## src/rtl/core_pkg.sv

```systemverilog
// core_pkg: shared opcode map, immediate-type codes and decode control bundle for the RV32I core
package core_pkg;

    localparam logic [31:0] NOP = 32'h0000_0013;

    localparam logic [6:0] OP_LOAD   = 7'b0000011;
    localparam logic [6:0] OP_IMM    = 7'b0010011;
    localparam logic [6:0] OP_AUIPC  = 7'b0010111;
    localparam logic [6:0] OP_STORE  = 7'b0100011;
    localparam logic [6:0] OP_OP     = 7'b0110011;
    localparam logic [6:0] OP_LUI    = 7'b0110111;
    localparam logic [6:0] OP_BRANCH = 7'b1100011;
    localparam logic [6:0] OP_JALR   = 7'b1100111;
    localparam logic [6:0] OP_JAL    = 7'b1101111;
    localparam logic [6:0] OP_SYSTEM = 7'b1110011;

    typedef enum logic [2:0] {
        IMM_I    = 3'd0,
        IMM_S    = 3'd1,
        IMM_B    = 3'd2,
        IMM_U    = 3'd3,
        IMM_J    = 3'd4,
        IMM_NONE = 3'd7
    } imm_t;

    typedef struct packed {
        imm_t imm_type;
        logic reg_wen;
        logic mem_rd;
        logic mem_wr;
        logic alu_src_imm;
        logic illegal;
        logic use_rs1;
        logic use_rs2;
    } dec_t;

endpackage

```

## src/rtl/decode_ctrl_if.sv

```systemverilog
// decode_ctrl_if: fetch-to-decode valid/ready instruction handshake
interface decode_ctrl_if #(parameter int XLEN = 32);
    logic            if_valid;
    logic [XLEN-1:0] if_inst;
    logic [XLEN-1:0] if_pc;
    logic            if_ready;

    modport master (output if_valid, if_inst, if_pc, input if_ready);
    modport slave  (input if_valid, if_inst, if_pc, output if_ready);
endinterface

```

## src/rtl/decode_ctrl_inst_decoder.sv

```systemverilog
// inst_decoder: combinational opcode decode into immediate type, datapath controls and register usage
module inst_decoder
    import core_pkg::*;
(
    input  logic [6:0] opcode,
    input  logic [4:0] rd,
    output dec_t       dec
);
    always_comb begin
        dec          = '0;
        dec.imm_type = IMM_NONE;
        case (opcode)
            OP_LOAD: begin
                dec.imm_type = IMM_I;
                dec.mem_rd   = 1'b1;
                dec.reg_wen  = 1'b1;
                dec.use_rs1  = 1'b1;
            end
            OP_IMM, OP_JALR, OP_SYSTEM: begin
                dec.imm_type = IMM_I;
                dec.reg_wen  = 1'b1;
                dec.use_rs1  = 1'b1;
            end
            OP_STORE: begin
                dec.imm_type = IMM_S;
                dec.mem_wr   = 1'b1;
                dec.use_rs1  = 1'b1;
                dec.use_rs2  = 1'b1;
            end
            OP_BRANCH: begin
                dec.imm_type = IMM_B;
                dec.use_rs1  = 1'b1;
                dec.use_rs2  = 1'b1;
            end
            OP_LUI, OP_AUIPC: begin
                dec.imm_type = IMM_U;
                dec.reg_wen  = 1'b1;
            end
            OP_JAL: begin
                dec.imm_type = IMM_J;
                dec.reg_wen  = 1'b1;
            end
            OP_OP: begin
                dec.reg_wen  = 1'b1;
                dec.use_rs1  = 1'b1;
                dec.use_rs2  = 1'b1;
            end
            default: dec.illegal = 1'b1;
        endcase
        // writes to x0 are architecturally discarded, so never report them
        dec.reg_wen     = dec.reg_wen & (|rd);
        dec.alu_src_imm = dec.imm_type inside {IMM_I, IMM_S, IMM_U};
    end
endmodule

```

## src/rtl/decode_ctrl.sv

```systemverilog
// decode_ctrl: ID pipeline register with handshake, flush, load-use bubble insertion and bubble counter
module decode_ctrl
    import core_pkg::*;
#(
    parameter int XLEN  = 32,
    parameter int CNT_W = 32
) (
    input  logic             clk,
    input  logic             rst,
    decode_ctrl_if.slave     fe,
    input  logic             flush,
    input  logic             ex_ready,
    output logic             id_valid,
    output logic [XLEN-1:0]  id_inst,
    output logic [XLEN-1:0]  id_pc,
    output logic [2:0]       id_imm_type,
    output logic             id_reg_wen,
    output logic             id_mem_rd,
    output logic             id_mem_wr,
    output logic             id_alu_src_imm,
    output logic             id_illegal,
    output logic             hazard_stall,
    output logic [CNT_W-1:0] bubble_cnt
);
    typedef enum logic {EMPTY, FULL} state_t;

    state_t     state, state_nxt;
    dec_t       id_dec, if_dec;
    logic       advance, load, bubble, rs1_hit, rs2_hit;
    logic [4:0] id_rd, if_rs1, if_rs2;
    logic       unused;

    inst_decoder u_id_dec (.opcode(id_inst[6:0]), .rd(id_inst[11:7]), .dec(id_dec));
    inst_decoder u_if_dec (.opcode(fe.if_inst[6:0]), .rd(fe.if_inst[11:7]), .dec(if_dec));

    assign id_rd  = id_inst[11:7];
    assign if_rs1 = fe.if_inst[19:15];
    assign if_rs2 = fe.if_inst[24:20];

    assign rs1_hit      = if_dec.use_rs1 & (if_rs1 == id_rd);
    assign rs2_hit      = if_dec.use_rs2 & (if_rs2 == id_rd);
    assign hazard_stall = id_valid & id_dec.mem_rd & (|id_rd) & fe.if_valid & (rs1_hit | rs2_hit) & !flush;
    assign advance      = !id_valid | ex_ready;
    assign fe.if_ready  = advance & !hazard_stall & !flush;

    assign id_valid       = state == FULL;
    assign id_imm_type    = id_dec.imm_type;
    assign id_reg_wen     = id_dec.reg_wen;
    assign id_mem_rd      = id_dec.mem_rd;
    assign id_mem_wr      = id_dec.mem_wr;
    assign id_alu_src_imm = id_dec.alu_src_imm;
    assign id_illegal     = id_dec.illegal;

    assign unused = ^{id_dec.use_rs1, id_dec.use_rs2, if_dec.imm_type, if_dec.reg_wen, if_dec.mem_rd,
                      if_dec.mem_wr, if_dec.alu_src_imm, if_dec.illegal, fe.if_inst};

    always_comb begin
        state_nxt = state;
        load      = 1'b0;
        bubble    = 1'b0;
        if (flush) begin
            state_nxt = EMPTY;
        end else if (hazard_stall && ex_ready) begin
            state_nxt = EMPTY;
            bubble    = 1'b1;
        end else if (fe.if_valid && fe.if_ready) begin
            state_nxt = FULL;
            load      = 1'b1;
        end else if (advance) begin
            state_nxt = EMPTY;
        end
    end

    // inst/pc are kept through flush and bubble; consumers qualify with id_valid
    always_ff @(posedge clk) begin
        if (rst) begin
            state      <= EMPTY;
            id_inst    <= XLEN'(NOP);
            id_pc      <= '0;
            bubble_cnt <= '0;
        end else begin
            state <= state_nxt;
            if (load) begin
                id_inst <= fe.if_inst;
                id_pc   <= fe.if_pc;
            end
            if (bubble)
                bubble_cnt <= bubble_cnt + 1'b1;
        end
    end
endmodule

```

## src/flat_wrapper.sv

```systemverilog
// flat-port wrapper written by rule: the top's interface ports become plain ports
module decode_ctrl_flat import core_pkg::*;
#(
    parameter int XLEN  = 32,
    parameter int CNT_W = 32
)
  (clk, rst, flush, ex_ready, id_valid, id_inst, id_pc, id_imm_type, id_reg_wen, id_mem_rd, id_mem_wr, id_alu_src_imm, id_illegal, hazard_stall, bubble_cnt, fe_if_valid, fe_if_inst, fe_if_pc, fe_if_ready);
  decode_ctrl_if #(.XLEN(XLEN)) fe_i ();
  input  logic clk;
  input  logic rst;
  input  logic flush;
  input  logic ex_ready;
  output logic id_valid;
  output logic [XLEN-1:0] id_inst;
  output logic [XLEN-1:0] id_pc;
  output logic [2:0] id_imm_type;
  output logic id_reg_wen;
  output logic id_mem_rd;
  output logic id_mem_wr;
  output logic id_alu_src_imm;
  output logic id_illegal;
  output logic hazard_stall;
  output logic [CNT_W-1:0] bubble_cnt;
  input wire logic [$bits(fe_i.if_valid)-1:0] fe_if_valid;
  input wire logic [$bits(fe_i.if_inst)-1:0] fe_if_inst;
  input wire logic [$bits(fe_i.if_pc)-1:0] fe_if_pc;
  output wire logic [$bits(fe_i.if_ready)-1:0] fe_if_ready;
  assign fe_i.if_valid = fe_if_valid;
  assign fe_i.if_inst = fe_if_inst;
  assign fe_i.if_pc = fe_if_pc;
  assign fe_if_ready = fe_i.if_ready;
  decode_ctrl #(.XLEN(XLEN), .CNT_W(CNT_W)) u_core (.clk(clk), .rst(rst), .fe(fe_i), .flush(flush), .ex_ready(ex_ready), .id_valid(id_valid), .id_inst(id_inst), .id_pc(id_pc), .id_imm_type(id_imm_type), .id_reg_wen(id_reg_wen), .id_mem_rd(id_mem_rd), .id_mem_wr(id_mem_wr), .id_alu_src_imm(id_alu_src_imm), .id_illegal(id_illegal), .hazard_stall(hazard_stall), .bubble_cnt(bubble_cnt));
endmodule
```

## config.mk

```make
export PLATFORM = sky130hd
export DESIGN_NAME = decode_ctrl_flat
export DESIGN_NICKNAME = d
export VERILOG_FILES = /design/src/rtl/core_pkg.sv /design/src/rtl/decode_ctrl_if.sv /design/src/rtl/decode_ctrl_inst_decoder.sv /design/src/rtl/decode_ctrl.sv /design/src/flat_wrapper.sv
export SDC_FILE = /design/constraint.sdc
export NUM_CORES = 1
export LEC_CHECK = 0
export BUFFER_PORTS_ARGS = -buffer_cell sky130_fd_sc_hd__buf_2
export CORE_MARGIN = 8
export CORE_UTILIZATION = 35
export CTS_BUF_LIST = sky130_fd_sc_hd__clkbuf_4 sky130_fd_sc_hd__clkbuf_8
export CTS_CLUSTER_DIAMETER = 120
export DETAILED_ROUTE_END_ITERATION = 7
export GPL_TIMING_DRIVEN = 0
export MAX_ROUTING_LAYER = met4
export SYNTH_ARGS = -nofsm -noshare
export SYNTH_HDL_FRONTEND = slang
export SYNTH_SLANG_ARGS = --single-unit
export TNS_END_PERCENT = 100
```

## constraint.sdc

```tcl
create_clock -name clk -period 2.38 [get_ports clk]
set_clock_uncertainty 0.05 [all_clocks]
set_input_delay 0.357 -clock clk [delete_from_list [all_inputs] [get_ports clk]]
set_output_delay 0.357 -clock clk [all_outputs]
set_load 0.01 [all_outputs]
```

==> summary.txt <==
# IOs: 176
Post-synth cell types: 49
Post-synthesis sequential area ratio: 0.428
DP Area: 5630 µm²
Critical path data required time: 1.97 ns
Final setup violation count: 2
H-tree levels: 3
Post-synth ARST share: 0
Fin crit share: 1.01
Setup TNS: -0.0570 ns
IO Port Bufs: 174
Finished Layout Cells: 905
Layout cells sized above 1: 0.382
Data arrival, critical path: 2.00 ns
Syn Nets: 597
Max Slew Vio Count: 0
Failing checks: setup timing
Post-route DRC: 0
Top delay family on crit path: compound AO/OA/AOI/OAI gates
CTS tree: built
Worst-path maximum fanout: 4
Cell total after placement: 873
Drt total wl: 14.8 mm
Antenna Violating Nets Remaining: 0
Worst setup SP type: flip-flop
Most frequent cells in the layout: 177 x buf_2, 137 x nand2_1, 88 x dfxtp_1
First-pass GRT wire length: 23.0 mm
Relative slew slack: 0.596
Vias in the first global route: 4590
Post-DP HPWL: 11.1 mm
Hold Crit Class: in -> reg
ANT cells: 0
Gr ovfl total: 0
Syn Area/Cell: 8.61 µm²
Clock Tree Buf Depth: 2
Yosys top cell by area: dfxtp_1
Nets: 798
Final Cell Area: 6330 µm²
Syn Inst Count: 527
Total Die Area: 16900 µm²
Via count: 4570
Post-synth EDFFs: 0
CP Capture Type: output port
Max cap viols: 0
Starting DRT DRC Count: 182
Cell area power density: 538 nW/µm²
Post-synth top flop: dfxtp_1
Final RePlAce weighted congestion: 0.824
Cts hold-fix bufs: 0
Row count: 41
Tightest Pin Transition: 0.607 ns
Starting Density: 0.359
Die W: 130 µm
Status: finished with violations
Leading cell type in the layout, fill and taps excluded: buf_2
Clk Latency, worst-skew pair: 0.38 ns
WS Path Type: reg -> out
Cell Area, Synth: 4540 µm²
Ordered list of cells on the worst path: xor2_4, a2111oi_4, nand4_2, buf_6, a21oi_4, nor3b_2, buf_2
#FFs+latches synth: 97
Antenna violations before repair: 0
VDD IR max: 260 µV
Top post-synthesis cells by area: dfxtp_1 43%, mux2i_1 14%, nand2_1 11%
Die height: 130 µm
Hold_ws: 0.152 ns
Layout area overhead: 39.5%
Max Freq: 415 MHz
Slowest CP cell: dfxtp_4
Via density: 5.05
RSZ-0062 raised after global routing: true
Final Util: 0.501
CTS Sinks: 97
Leak pwr: 2.75 nW
TritonCTS Buffers: 9
Largest net degree at the start of global routing: 17
Routed length per instance: 16.3 µm
Tmin final: 2.41 ns
Critical Path Max Stage Delay: 0.38 ns
Endpoints failing hold: 0
DRT Pass-1 Iters: 5
Setup ws final: -0.0314 ns
GRT Util Overall: 0.177
Clk slew on worst S/H paths: 0.10 ns
Synth top area share: 0.428
Core Region: 12600 µm²
Root Buffer: clkbuf_8
Yosys warns: 0
Crit path buffers/inverters: 2
[logic make-up after synthesis]
logic type / share of synthesized area
and+or+nand+nor: 0.245
DFF: 0.428
AOI/OAI and AO/OA: 0.114
muxes: 0.139
buffers and inverters: 0.0422
xor gates and xnor gates: 0.0290
adders and majority gates: 0.00276
[what timing repair did]
| action | in CTS | in global routing |
|---|---|---|
| pin swaps | 47 | 20 |
| resized for setup | 48 | 38 |
| endpoints found under the setup margin | 94 | 76 |
| setup buffers | 12 | 6 |
| hold endpoints to repair | 0 | 0 |
| gates cloned | 2 | 0 |
[routing by layer]
layer  vias to the layer above  track usage  part of all wire
met2                       145        0.293              0.49
met3                        13       0.0534             0.074
met4                         0       0.0622             0.012
li1                       2245            -                 -
met5                         -            -                 0
met1                      2167        0.198              0.43
[synth_stat cells (9+ instances only)]
cell type and n:
nand2_1 137, dfxtp_1 97, mux2i_1 63, a21oi_1 29
clkbuf_1 24, o31ai_1 17, nor2_1 16, or4_1 15
nand3_1 14, o21ai_0 13, xor2_1 10, inv_1 9
or3_1 9
[layout make-up]
| cell class | count | area [µm²] |
|---|---|---|
| well taps | 172 | 215 |
| repair buffers | 194 | 1050 |
| flip-flops and latches | 97 | 1960 |
| inverters | 9 | 33.8 |
| clock buffers | 9 | 124 |
| fillers | 1257 | 6290 |
| plain buffers | 30 | 176 |
| clock inverters | 7 | 93.8 |
| multi-input cells | 387 | 2670 |
[worst paths after layout]
kind,start,end,slack [ns],cells after the start
min reg2reg,u_core.id_pc[21],u_core.id_pc[21],0.41,2
min,flush,u_core.id_valid,0.15,2
max reg2reg,u_core.id_inst[7],u_core.bubble_cnt[15],-0.03,7
max,u_core.id_inst[7],fe_if_ready,-0.03,7
[state kept, by name, indices dropped and copies added, names as in the netlist]
name and cells:
u_core.bubble_cnt 32, u_core.id_inst 32, u_core.id_pc 32, u_core.id_valid 1
[stage by stage]
| stage | power, mW | setup slack, ns |
|---|---|---|
| 2_1_floorplan | 2.00 | -0.0558 |
| 3_3_place_gp | 2.20 | -0.415 |
| 3_5_place_dp | 2.21 | -0.468 |
| 4_1_cts | 3.43 | -0.0942 |
| 5_1_grt | 3.55 | -0.149 |
| 6_report | 3.41 | -0.0314 |
[where the power goes]
group,switching (mW),internal [mW],total (mW)
clock,0.613,0.592,1.21
sequential,0.0429,1.68,1.72
combinational,0.266,0.214,0.480
total,0.922,2.48,3.41
Note: power is estimated with default switching activity, not from simulation.
